===== config.mk =====
export PLATFORM = sky130hd
export DESIGN_NAME = wb_port_arbiter_flat
export DESIGN_NICKNAME = d
export VERILOG_FILES = /design/src/rtl/wb_port_arbiter_if.sv /design/src/rtl/wb_port_arbiter.sv /design/src/flat_wrapper.sv
export SDC_FILE = /design/constraint.sdc
export NUM_CORES = 1
export LEC_CHECK = 0
export ABC_AREA = 0
export BUFFER_PORTS_ARGS = -buffer_cell sky130_fd_sc_hd__buf_4
export CAP_MARGIN = 20
export CORE_MARGIN = 2
export CORE_UTILIZATION = 50
export CTS_BUF_LIST = sky130_fd_sc_hd__clkbuf_8
export DETAILED_ROUTE_END_ITERATION = 10
export PLACE_DENSITY = 0.81
export SKIP_LAST_GASP = 1
export SYNTH_ARGS = -nofsm -noshare
export SYNTH_HDL_FRONTEND = slang
export SYNTH_SLANG_ARGS = --single-unit

===== constraint.sdc =====
create_clock -name clk -period 5.4 [get_ports clk]
set_clock_uncertainty 0.05 [all_clocks]
set_input_delay 0.54 -clock clk [delete_from_list [all_inputs] [get_ports clk]]
set_output_delay 0.54 -clock clk [all_outputs]
set_load 0.005 [all_outputs]

===== src/rtl/wb_port_arbiter_if.sv =====
`default_nettype none
// ============================================================================
// Module      : wb_port_arbiter_if
// Description : Bundle of the pipeline writeback, long-latency-unit result,
//               scoreboard query and register-file write signals around the
//               write-port arbiter.
// Revision    : 1.0 - initial release
// ============================================================================
interface wb_port_arbiter_if;
    // Pipeline writeback stage
    logic        pipe_regwen;
    logic [4:0]  pipe_rd;
    logic [31:0] pipe_wdata;
    logic        pipe_stall;

    // Long-latency unit result return
    logic        lu_valid;
    logic [4:0]  lu_rd;
    logic [31:0] lu_wdata;
    logic        lu_ready;

    // Scoreboard queries from issue logic
    logic [4:0]  q_rs1;
    logic [4:0]  q_rs2;
    logic [4:0]  q_rd;
    logic        q_rs1_busy;
    logic        q_rs2_busy;
    logic        q_rd_busy;

    // Register file write port
    logic        rf_wen;
    logic [4:0]  rf_rd;
    logic [31:0] rf_wdata;

    // Environment side: pipeline, LU, issue logic and register file
    modport master (
        output pipe_regwen, pipe_rd, pipe_wdata,
        output lu_valid, lu_rd, lu_wdata,
        output q_rs1, q_rs2, q_rd,
        input  pipe_stall, lu_ready,
        input  q_rs1_busy, q_rs2_busy, q_rd_busy,
        input  rf_wen, rf_rd, rf_wdata
    );

    // Arbiter side
    modport slave (
        input  pipe_regwen, pipe_rd, pipe_wdata,
        input  lu_valid, lu_rd, lu_wdata,
        input  q_rs1, q_rs2, q_rd,
        output pipe_stall, lu_ready,
        output q_rs1_busy, q_rs2_busy, q_rd_busy,
        output rf_wen, rf_rd, rf_wdata
    );
endinterface
`default_nettype wire


===== src/rtl/wb_port_arbiter.sv =====
`default_nettype none
// ============================================================================
// Module      : wb_port_arbiter
// Description : Shares the single register-file write port between the
//               in-order pipeline writeback and a long-latency unit. LU
//               results wait in a small FIFO that drains in idle write
//               slots; a starvation counter steals one pipeline slot when
//               the FIFO has gone unserved for STARVE_LIMIT cycles.
// Revision    : 1.0 - initial release
// ============================================================================
module wb_port_arbiter #(
    parameter int DEPTH        = 4,   // power of two, >= 2
    parameter int STARVE_LIMIT = 8    // >= 1
) (
    input  wire logic          clk,
    input  wire logic          rst,
    wb_port_arbiter_if.slave   bus
);

    localparam int c_AW = $clog2(DEPTH);
    localparam int c_CW = $clog2(DEPTH + 1);
    localparam int c_SW = $clog2(STARVE_LIMIT + 1);

    localparam logic [c_AW-1:0]  c_PTR_ONE    = c_AW'(1);
    localparam logic [c_CW-1:0]  c_CNT_ONE    = c_CW'(1);
    localparam logic [c_CW-1:0]  c_CNT_FULL   = c_CW'(DEPTH);
    localparam logic [c_SW-1:0]  c_STARVE_ONE = c_SW'(1);
    localparam logic [c_SW-1:0]  c_STARVE_MAX = c_SW'(STARVE_LIMIT);
    localparam logic [DEPTH-1:0] c_ONE_HOT    = DEPTH'(1);

    // FIFO storage; r_valid tracks occupied slots for the scoreboard lookup
    logic [4:0]       r_mem_rd   [DEPTH];
    logic [31:0]      r_mem_data [DEPTH];
    logic [DEPTH-1:0] r_valid;
    logic [c_AW-1:0]  r_wr_ptr;
    logic [c_AW-1:0]  r_rd_ptr;
    logic [c_CW-1:0]  r_count;
    logic [c_SW-1:0]  r_starve;

    logic             w_empty;
    logic             w_full;
    logic             w_pipe_used;
    logic             w_force;
    logic             w_push;
    logic             w_pop;
    logic [DEPTH-1:0] w_push_mask;
    logic [DEPTH-1:0] w_pop_mask;
    logic             w_rs1_hit;
    logic             w_rs2_hit;
    logic             w_rd_hit;

    assign w_empty     = (r_count == '0);
    assign w_full      = (r_count == c_CNT_FULL);
    assign w_pipe_used = bus.pipe_regwen && (bus.pipe_rd != 5'd0);
    assign w_force     = (r_starve == c_STARVE_MAX) && !w_empty;

    // Ready depends only on registered occupancy, never on a same-cycle pop
    assign bus.lu_ready = !rst && !w_full;

    // Results for x0 complete the handshake but are dropped
    assign w_push      = bus.lu_valid && bus.lu_ready && (bus.lu_rd != 5'd0);
    assign w_push_mask = w_push ? (c_ONE_HOT << r_wr_ptr) : '0;
    assign w_pop_mask  = w_pop  ? (c_ONE_HOT << r_rd_ptr) : '0;

    // Write-port selection: forced drain, then pipeline, then idle-slot drain
    always_comb begin
        bus.rf_wen     = 1'b0;
        bus.rf_rd      = bus.pipe_rd;
        bus.rf_wdata   = bus.pipe_wdata;
        bus.pipe_stall = 1'b0;
        w_pop          = 1'b0;
        if (!rst) begin
            if (w_force) begin
                bus.rf_wen     = 1'b1;
                bus.rf_rd      = r_mem_rd[r_rd_ptr];
                bus.rf_wdata   = r_mem_data[r_rd_ptr];
                bus.pipe_stall = 1'b1;
                w_pop          = 1'b1;
            end else if (w_pipe_used) begin
                bus.rf_wen     = 1'b1;
            end else if (!w_empty) begin
                bus.rf_wen     = 1'b1;
                bus.rf_rd      = r_mem_rd[r_rd_ptr];
                bus.rf_wdata   = r_mem_data[r_rd_ptr];
                w_pop          = 1'b1;
            end
        end
    end

    // Scoreboard: match each query against every occupied entry, head included
    always_comb begin
        w_rs1_hit = 1'b0;
        w_rs2_hit = 1'b0;
        w_rd_hit  = 1'b0;
        for (int i = 0; i < DEPTH; i++) begin
            if (r_valid[i] && (r_mem_rd[i] == bus.q_rs1)) w_rs1_hit = 1'b1;
            if (r_valid[i] && (r_mem_rd[i] == bus.q_rs2)) w_rs2_hit = 1'b1;
            if (r_valid[i] && (r_mem_rd[i] == bus.q_rd))  w_rd_hit  = 1'b1;
        end
    end

    assign bus.q_rs1_busy = !rst && (bus.q_rs1 != 5'd0) && w_rs1_hit;
    assign bus.q_rs2_busy = !rst && (bus.q_rs2 != 5'd0) && w_rs2_hit;
    assign bus.q_rd_busy  = !rst && (bus.q_rd  != 5'd0) && w_rd_hit;

    // FIFO payload write; contents are qualified by r_valid so need no reset
    always_ff @(posedge clk) begin
        if (w_push) begin
            r_mem_rd[r_wr_ptr]   <= bus.lu_rd;
            r_mem_data[r_wr_ptr] <= bus.lu_wdata;
        end
    end

    // FIFO control state and starvation counter
    always_ff @(posedge clk or posedge rst) begin
        if (rst) begin
            r_wr_ptr <= '0;
            r_rd_ptr <= '0;
            r_count  <= '0;
            r_valid  <= '0;
            r_starve <= '0;
        end else begin
            r_valid <= (r_valid & ~w_pop_mask) | w_push_mask;
            if (w_push) r_wr_ptr <= r_wr_ptr + c_PTR_ONE;
            if (w_pop)  r_rd_ptr <= r_rd_ptr + c_PTR_ONE;
            if (w_push && !w_pop)      r_count <= r_count + c_CNT_ONE;
            else if (!w_push && w_pop) r_count <= r_count - c_CNT_ONE;
            // A forced drain resets the count, so the next force needs a fresh run
            if (w_empty || w_pop)               r_starve <= '0;
            else if (r_starve != c_STARVE_MAX)  r_starve <= r_starve + c_STARVE_ONE;
        end
    end

endmodule
`default_nettype wire


===== src/flat_wrapper.sv =====
// flat-port wrapper written by rule: the top's interface ports become plain ports
module wb_port_arbiter_flat 
#(
    parameter int DEPTH        = 4,                        
    parameter int STARVE_LIMIT = 8           
)
  (clk, rst, bus_pipe_regwen, bus_pipe_rd, bus_pipe_wdata, bus_lu_valid, bus_lu_rd, bus_lu_wdata, bus_q_rs1, bus_q_rs2, bus_q_rd, bus_pipe_stall, bus_lu_ready, bus_q_rs1_busy, bus_q_rs2_busy, bus_q_rd_busy, bus_rf_wen, bus_rf_rd, bus_rf_wdata);
  wb_port_arbiter_if bus_i ();
  input  wire logic clk;
  input  wire logic rst;
  input wire logic [$bits(bus_i.pipe_regwen)-1:0] bus_pipe_regwen;
  input wire logic [$bits(bus_i.pipe_rd)-1:0] bus_pipe_rd;
  input wire logic [$bits(bus_i.pipe_wdata)-1:0] bus_pipe_wdata;
  input wire logic [$bits(bus_i.lu_valid)-1:0] bus_lu_valid;
  input wire logic [$bits(bus_i.lu_rd)-1:0] bus_lu_rd;
  input wire logic [$bits(bus_i.lu_wdata)-1:0] bus_lu_wdata;
  input wire logic [$bits(bus_i.q_rs1)-1:0] bus_q_rs1;
  input wire logic [$bits(bus_i.q_rs2)-1:0] bus_q_rs2;
  input wire logic [$bits(bus_i.q_rd)-1:0] bus_q_rd;
  output wire logic [$bits(bus_i.pipe_stall)-1:0] bus_pipe_stall;
  output wire logic [$bits(bus_i.lu_ready)-1:0] bus_lu_ready;
  output wire logic [$bits(bus_i.q_rs1_busy)-1:0] bus_q_rs1_busy;
  output wire logic [$bits(bus_i.q_rs2_busy)-1:0] bus_q_rs2_busy;
  output wire logic [$bits(bus_i.q_rd_busy)-1:0] bus_q_rd_busy;
  output wire logic [$bits(bus_i.rf_wen)-1:0] bus_rf_wen;
  output wire logic [$bits(bus_i.rf_rd)-1:0] bus_rf_rd;
  output wire logic [$bits(bus_i.rf_wdata)-1:0] bus_rf_wdata;
  assign bus_i.pipe_regwen = bus_pipe_regwen;
  assign bus_i.pipe_rd = bus_pipe_rd;
  assign bus_i.pipe_wdata = bus_pipe_wdata;
  assign bus_i.lu_valid = bus_lu_valid;
  assign bus_i.lu_rd = bus_lu_rd;
  assign bus_i.lu_wdata = bus_lu_wdata;
  assign bus_i.q_rs1 = bus_q_rs1;
  assign bus_i.q_rs2 = bus_q_rs2;
  assign bus_i.q_rd = bus_q_rd;
  assign bus_pipe_stall = bus_i.pipe_stall;
  assign bus_lu_ready = bus_i.lu_ready;
  assign bus_q_rs1_busy = bus_i.q_rs1_busy;
  assign bus_q_rs2_busy = bus_i.q_rs2_busy;
  assign bus_q_rd_busy = bus_i.q_rd_busy;
  assign bus_rf_wen = bus_i.rf_wen;
  assign bus_rf_rd = bus_i.rf_rd;
  assign bus_rf_wdata = bus_i.rf_wdata;
  wb_port_arbiter #(.DEPTH(DEPTH), .STARVE_LIMIT(STARVE_LIMIT)) u_core (.clk(clk), .rst(rst), .bus(bus_i));
endmodule

# == Word level (Yosys, flattened, before mapping) ==
# Memory sizes are Yosys's and may differ from the RTL's.
# Index checks and enable logic that the tools add are counted.
# classes
n_addsub,5
n_eq_ne,15
shift,2
mux,37
n_bitwise,3
reduce_logical,39
# op_table
op,n
$mux 32,4
$eq 5x5->1,12
$logic_and 1x1->1,25
$reduce_bool 5->1,5
$mux 1,23
$mux 5,4
$mux 4,4
$shl 1x2->4 const A,2
$mux 3,2
$logic_not 1->1,5
$add 2x1->2 const B,2
$add 4x1->4 const B,1
$and 4x4->4,1
$eq 4x4->1 const B,1
$ne 4x4->1 const B,1
$not 4->4,1
$or 4x4->4,1
$reduce_bool 2->1,2
$add 3x1->3 const B,1
$eq 3x3->1 const B,1
$logic_not 3->1,1
$sub 3x1->3 const B,1
$logic_or 1x1->1,1
# totals
register_bits,15
mem_bits_rw,148
out_inout_bits,43
elab_cells,108
n_memories,2
# memory_table
memory,depth,width,rd,rd_clocked_by_memory_dff,wr,line_no,text
u_core.r_mem_data,4,32,1,0,1,wb_port_arbiter.sv:33,logic [31:0] r_mem_data [DEPTH];
u_core.r_mem_rd,4,5,5,0,1,wb_port_arbiter.sv:32,logic [4:0] r_mem_rd [DEPTH];

# == Longest topological paths before layout ==
# logic_depth
depth_word,9
depth_mapped,14
depth_no_buf,12

# == Worst setup path after synthesis ==
# Ideal clock, no wire load.
# synth_timing
kind,input port to flip-flop
from,input port bus_pipe_rd[1]
to,register u_core.r_count[1]
setup_time_ns,0.125
t_arrival_ns,2.613
required_time_ns,5.225
path_slack_ns,2.613
path_stages,10
path_cell_list,or4_1 -> o21ai_2 -> o21a_1 -> buf_6 -> inv_2 -> buf_2 -> ha_1 -> inv_1 -> fa_1 -> mux2_2
# synth_between
elab_chain_len,8
# synth_rtl
element,line_no,text
"start, declared",flat_wrapper.sv:12,input wire logic [$bits(bus_i.pipe_rd)-1:0] bus_pipe_rd;
$reduce_bool 5->1 (*),wb_port_arbiter.sv:54,assign w_pipe_used = bus.pipe_regwen && (bus.pipe_rd != 5'd0);
$logic_and 1x1->1 (*),wb_port_arbiter.sv:54,
$mux 1 (*),wb_port_arbiter.sv:79,end else if (w_pipe_used) begin
$mux 1 (*),wb_port_arbiter.sv:73,if (w_force) begin
$mux 1 (*),wb_port_arbiter.sv:72,if (!rst) begin
$logic_not 1->1,wb_port_arbiter.sv:126,if (w_push && !w_pop) r_count <= r_count + c_CNT_ONE;
$logic_and 1x1->1,wb_port_arbiter.sv:126,
$mux 3 or $reduce_bool 2->1 (tied branches),n/a,
"end signal, assigned",wb_port_arbiter.sv:126,
"end signal, assigned",wb_port_arbiter.sv:127,else if (!w_push && w_pop) r_count <= r_count - c_CNT_ONE;
"end, declared",wb_port_arbiter.sv:37,logic [c_CW-1:0] r_count;
# Every way passes the cells marked *; elsewhere a longest branch is shown, timed or not.
# A chain may end at the register's enable or synchronous reset.

# == Final worst setup path ==
# layout_timing
from,input port bus_pipe_rd[1]
to,output port bus_rf_rd[1]
# layout_between
elab_chain_len,5
# layout_rtl
element,line_no,text
$reduce_bool 5->1,wb_port_arbiter.sv:54,
$logic_and 1x1->1,wb_port_arbiter.sv:54,
$mux 5,wb_port_arbiter.sv:79,
$mux 5,wb_port_arbiter.sv:73,
$mux 5 (*),wb_port_arbiter.sv:72,
"end, declared",flat_wrapper.sv:26,output wire logic [$bits(bus_i.rf_rd)-1:0] bus_rf_rd;
# Marks and branches as above.

==> flow_summary.toml <==
[critical_path]
cp_cell_sequence = "buf_4, or4_1, o21ai_2, o21a_2, buf_4, inv_2, nand2_1, nand2_1, buf_4"
crit_fanout = 46
crit_arrival_ns = 2.92
path_class = "in -> out"
crit_path_end_kind = "output pin"
max_stage_delay_ns = 0.54
crit_top_cell = "buf_4"
required_ns = 4.81
critical-path-slowest-cell = "or4_1"
r2r_cells = 11
startpoint_type = "primary input"

[synth]
yosysWarnings = 0
seq_area_frac_synth_pct = 64.5
synth-main-ff-cell = "edfxtp_1"
mappedNetlistArea_sq_um = 7470
syn_nets = 615
synth_cell_type_count = 32
avgSynthCellArea_sq_um = 14.7
synth_edf_count = 148
syn_inst = 510
ys_ff_latch = 163
async_flop_share_pct = 9.20

[detailed_routing]
ant_nets = 0
drc = 0
routed-via-count = 4519
avgViaCountPerCell = 5.45
wl_per_cell_um = 19.5
wl_um = 16200
firstDrtPassIters = 4
first_iter_violations = 358

[grt]
grt_start_max_net_pins = 47
grt-ovfl-total = 0
grt_pass1_vias = 4853
grt_pass1_wl_um = 25500
antenna_found_initial = 0
grtUsageTotal_pct = 21.1

[die]
dieArea_sq_um = 15900
io_pins = 136
die_h_um = 126
core_area_sq_um = 14600
start_util_pct = 51.2
die_x_um = 126
rows = 44

[timing]
maxSlewHeadroom_pct = 31.2
tightest_slew_ns = 1.03
fin_crit_sh_pct = 64.9
setup_viol = 0
finalSetupTns_ns = 0
min_period_ns = 3.51
whs_ns = 0.202
rsz0062_at_grt = "no"
fmax_ghz = 0.285
hold_violations = 0
slew_viol_final = 0

[final_layout]
area_delta_synth_final_pct = 20.1
final.fill_count = 1054
n_antenna_cell = 0
drive_above_1_share_pct = 33.3
layoutNonFillerInstCount = 829
seq_area_sq_um = 4820
utilization_pct = 61.5
layout_common_cells = "edfxtp_1 (148), buf_4 (137), nand2_1 (120)"
multiInputGateArea_sq_um = 2460
layout_commonest_cell = "edfxtp_1"
nets = 738

[cts]
clock_path_buffers = 2
clkTransAtPathRegs_ns = 0.08
cts_root_buffer = "clkbuf_8"
tritoncts = "done"
cts_sinks = 163
postCtsSetupBuffers = 0
ctsHoldBuffers = 0
cts-resized-gates = 0
clk_latency_ns = 0.45
htree_num_levels = 4
cts_buffers = 17

[pwr]
p_sw_share_pct = 29.5
p_leak_uw = 0.00346
p_int_uw = 2560
pwr-share-clk_pct = 24.1
power.switching_uw = 1070
seqPwrFrac_pct = 48.0
max-vdd-ir-drop_uv = 323
power_frac_comb_pct = 27.9
power.density_nw_per_um2 = 405
p_total_uw = 3640

[outcome]
outcome = "finished clean"

[flow_run]
maxCapViolations = 0

[worst_hold_path]
worstHoldPathType = "in -> async"

[place]
place_inst = 798
io_buffers = 135
hpwlAfterDp_um = 10700
gp_congestion = 0.944
## registers in the layout, summed over array words and instances (netlist names)
name,flops
u_core.r_mem_data,128
u_core.r_mem_rd,20
u_core.r_starve,4
u_core.r_valid,4
u_core.r_count,3
u_core.r_rd_ptr,2
u_core.r_wr_ptr,2
## routing by layer
layer  vias to the layer above  GRT usage [%]  routed length (um)
li1                       2104              -                   -
met1                      2226           26.7                6760
met2                       172           36.4                8250
met3                        17           5.10                 982
met4                         0           6.40                 194
met5                         -              0                   0
## critical path, delay by kind of cell
family                 cells  cell delay, ns
AOI/OAI and AO/OA          2            0.36
buffers and inverters      4            1.17
and+or+nand+nor            3            0.82
## cells by family (layout without fill, tap and decap cells)
kind of cell,Yosys count,count (layout),synth area share (%)
compound gates,21,21,1.83
fa+ha+maj,12,12,2.11
simple gates,165,165,9.49
buf+inv,42,177,2.65
flops,163,163,64.5
xor+xnor,67,67,7.85
mux,40,40,11.6
## power by group through the flow
stage	logic (uW)	registers (uW)	clock network, uW
final	1010	1750	877
after global routing	1120	1770	945
after CTS	1030	1750	892
after detailed placement	1030	1780	0
after global placement	988	1760	0
after floorplan	770	1660	0
## worst paths after layout
check,from,endpoint,slack (ns)
min reg2reg,u_core.r_count[2],u_core.r_count[2],0.47
max reg2reg,u_core.r_count[0],u_core.r_count[2],2.03
min,rst,u_core.r_count[0],0.20
max,bus_pipe_rd[1],bus_rf_rd[1],1.89
max in group asynchronous,rst,u_core.r_rd_ptr[1],4.57
min in group clk,bus_lu_wdata[16],u_core.r_mem_data[2][16],0.23
## cells in the mapped netlist, drive strengths merged, types with 6 or more instances
cell type  number  area (sq um)
edfxtp        148          4440
nand2         120           450
xor2           51           447
mux4           37           833
clkbuf         19          71.3
xnor2          16           140
dfrtp          15           375
buf            14          92.6
nor4           12          75.1
ha             11           138
inv             9          33.8
nor2            8          30.0
nand3           7          35.0
a31oi           6          37.5
## per-stage QoR
step                      area, sq um  setup slack, ns
after floorplan                  7470             2.61
after global placement           8580             1.63
after detailed placement         8580             1.53
after CTS                        8970             1.82
after global routing             8970             1.62
final                            8970             1.89
## area by class of cell
type	count	share of cell area (%)
Inverter	9	0.377
Multi-Input combinational cell	305	27.4
Clock inverter	14	1.80
Clock buffer	17	2.61
Tap cell	184	2.57
Sequential cell	163	53.7
Timing Repair Buffer	137	11.5
(Power assumes the default switching activity.)
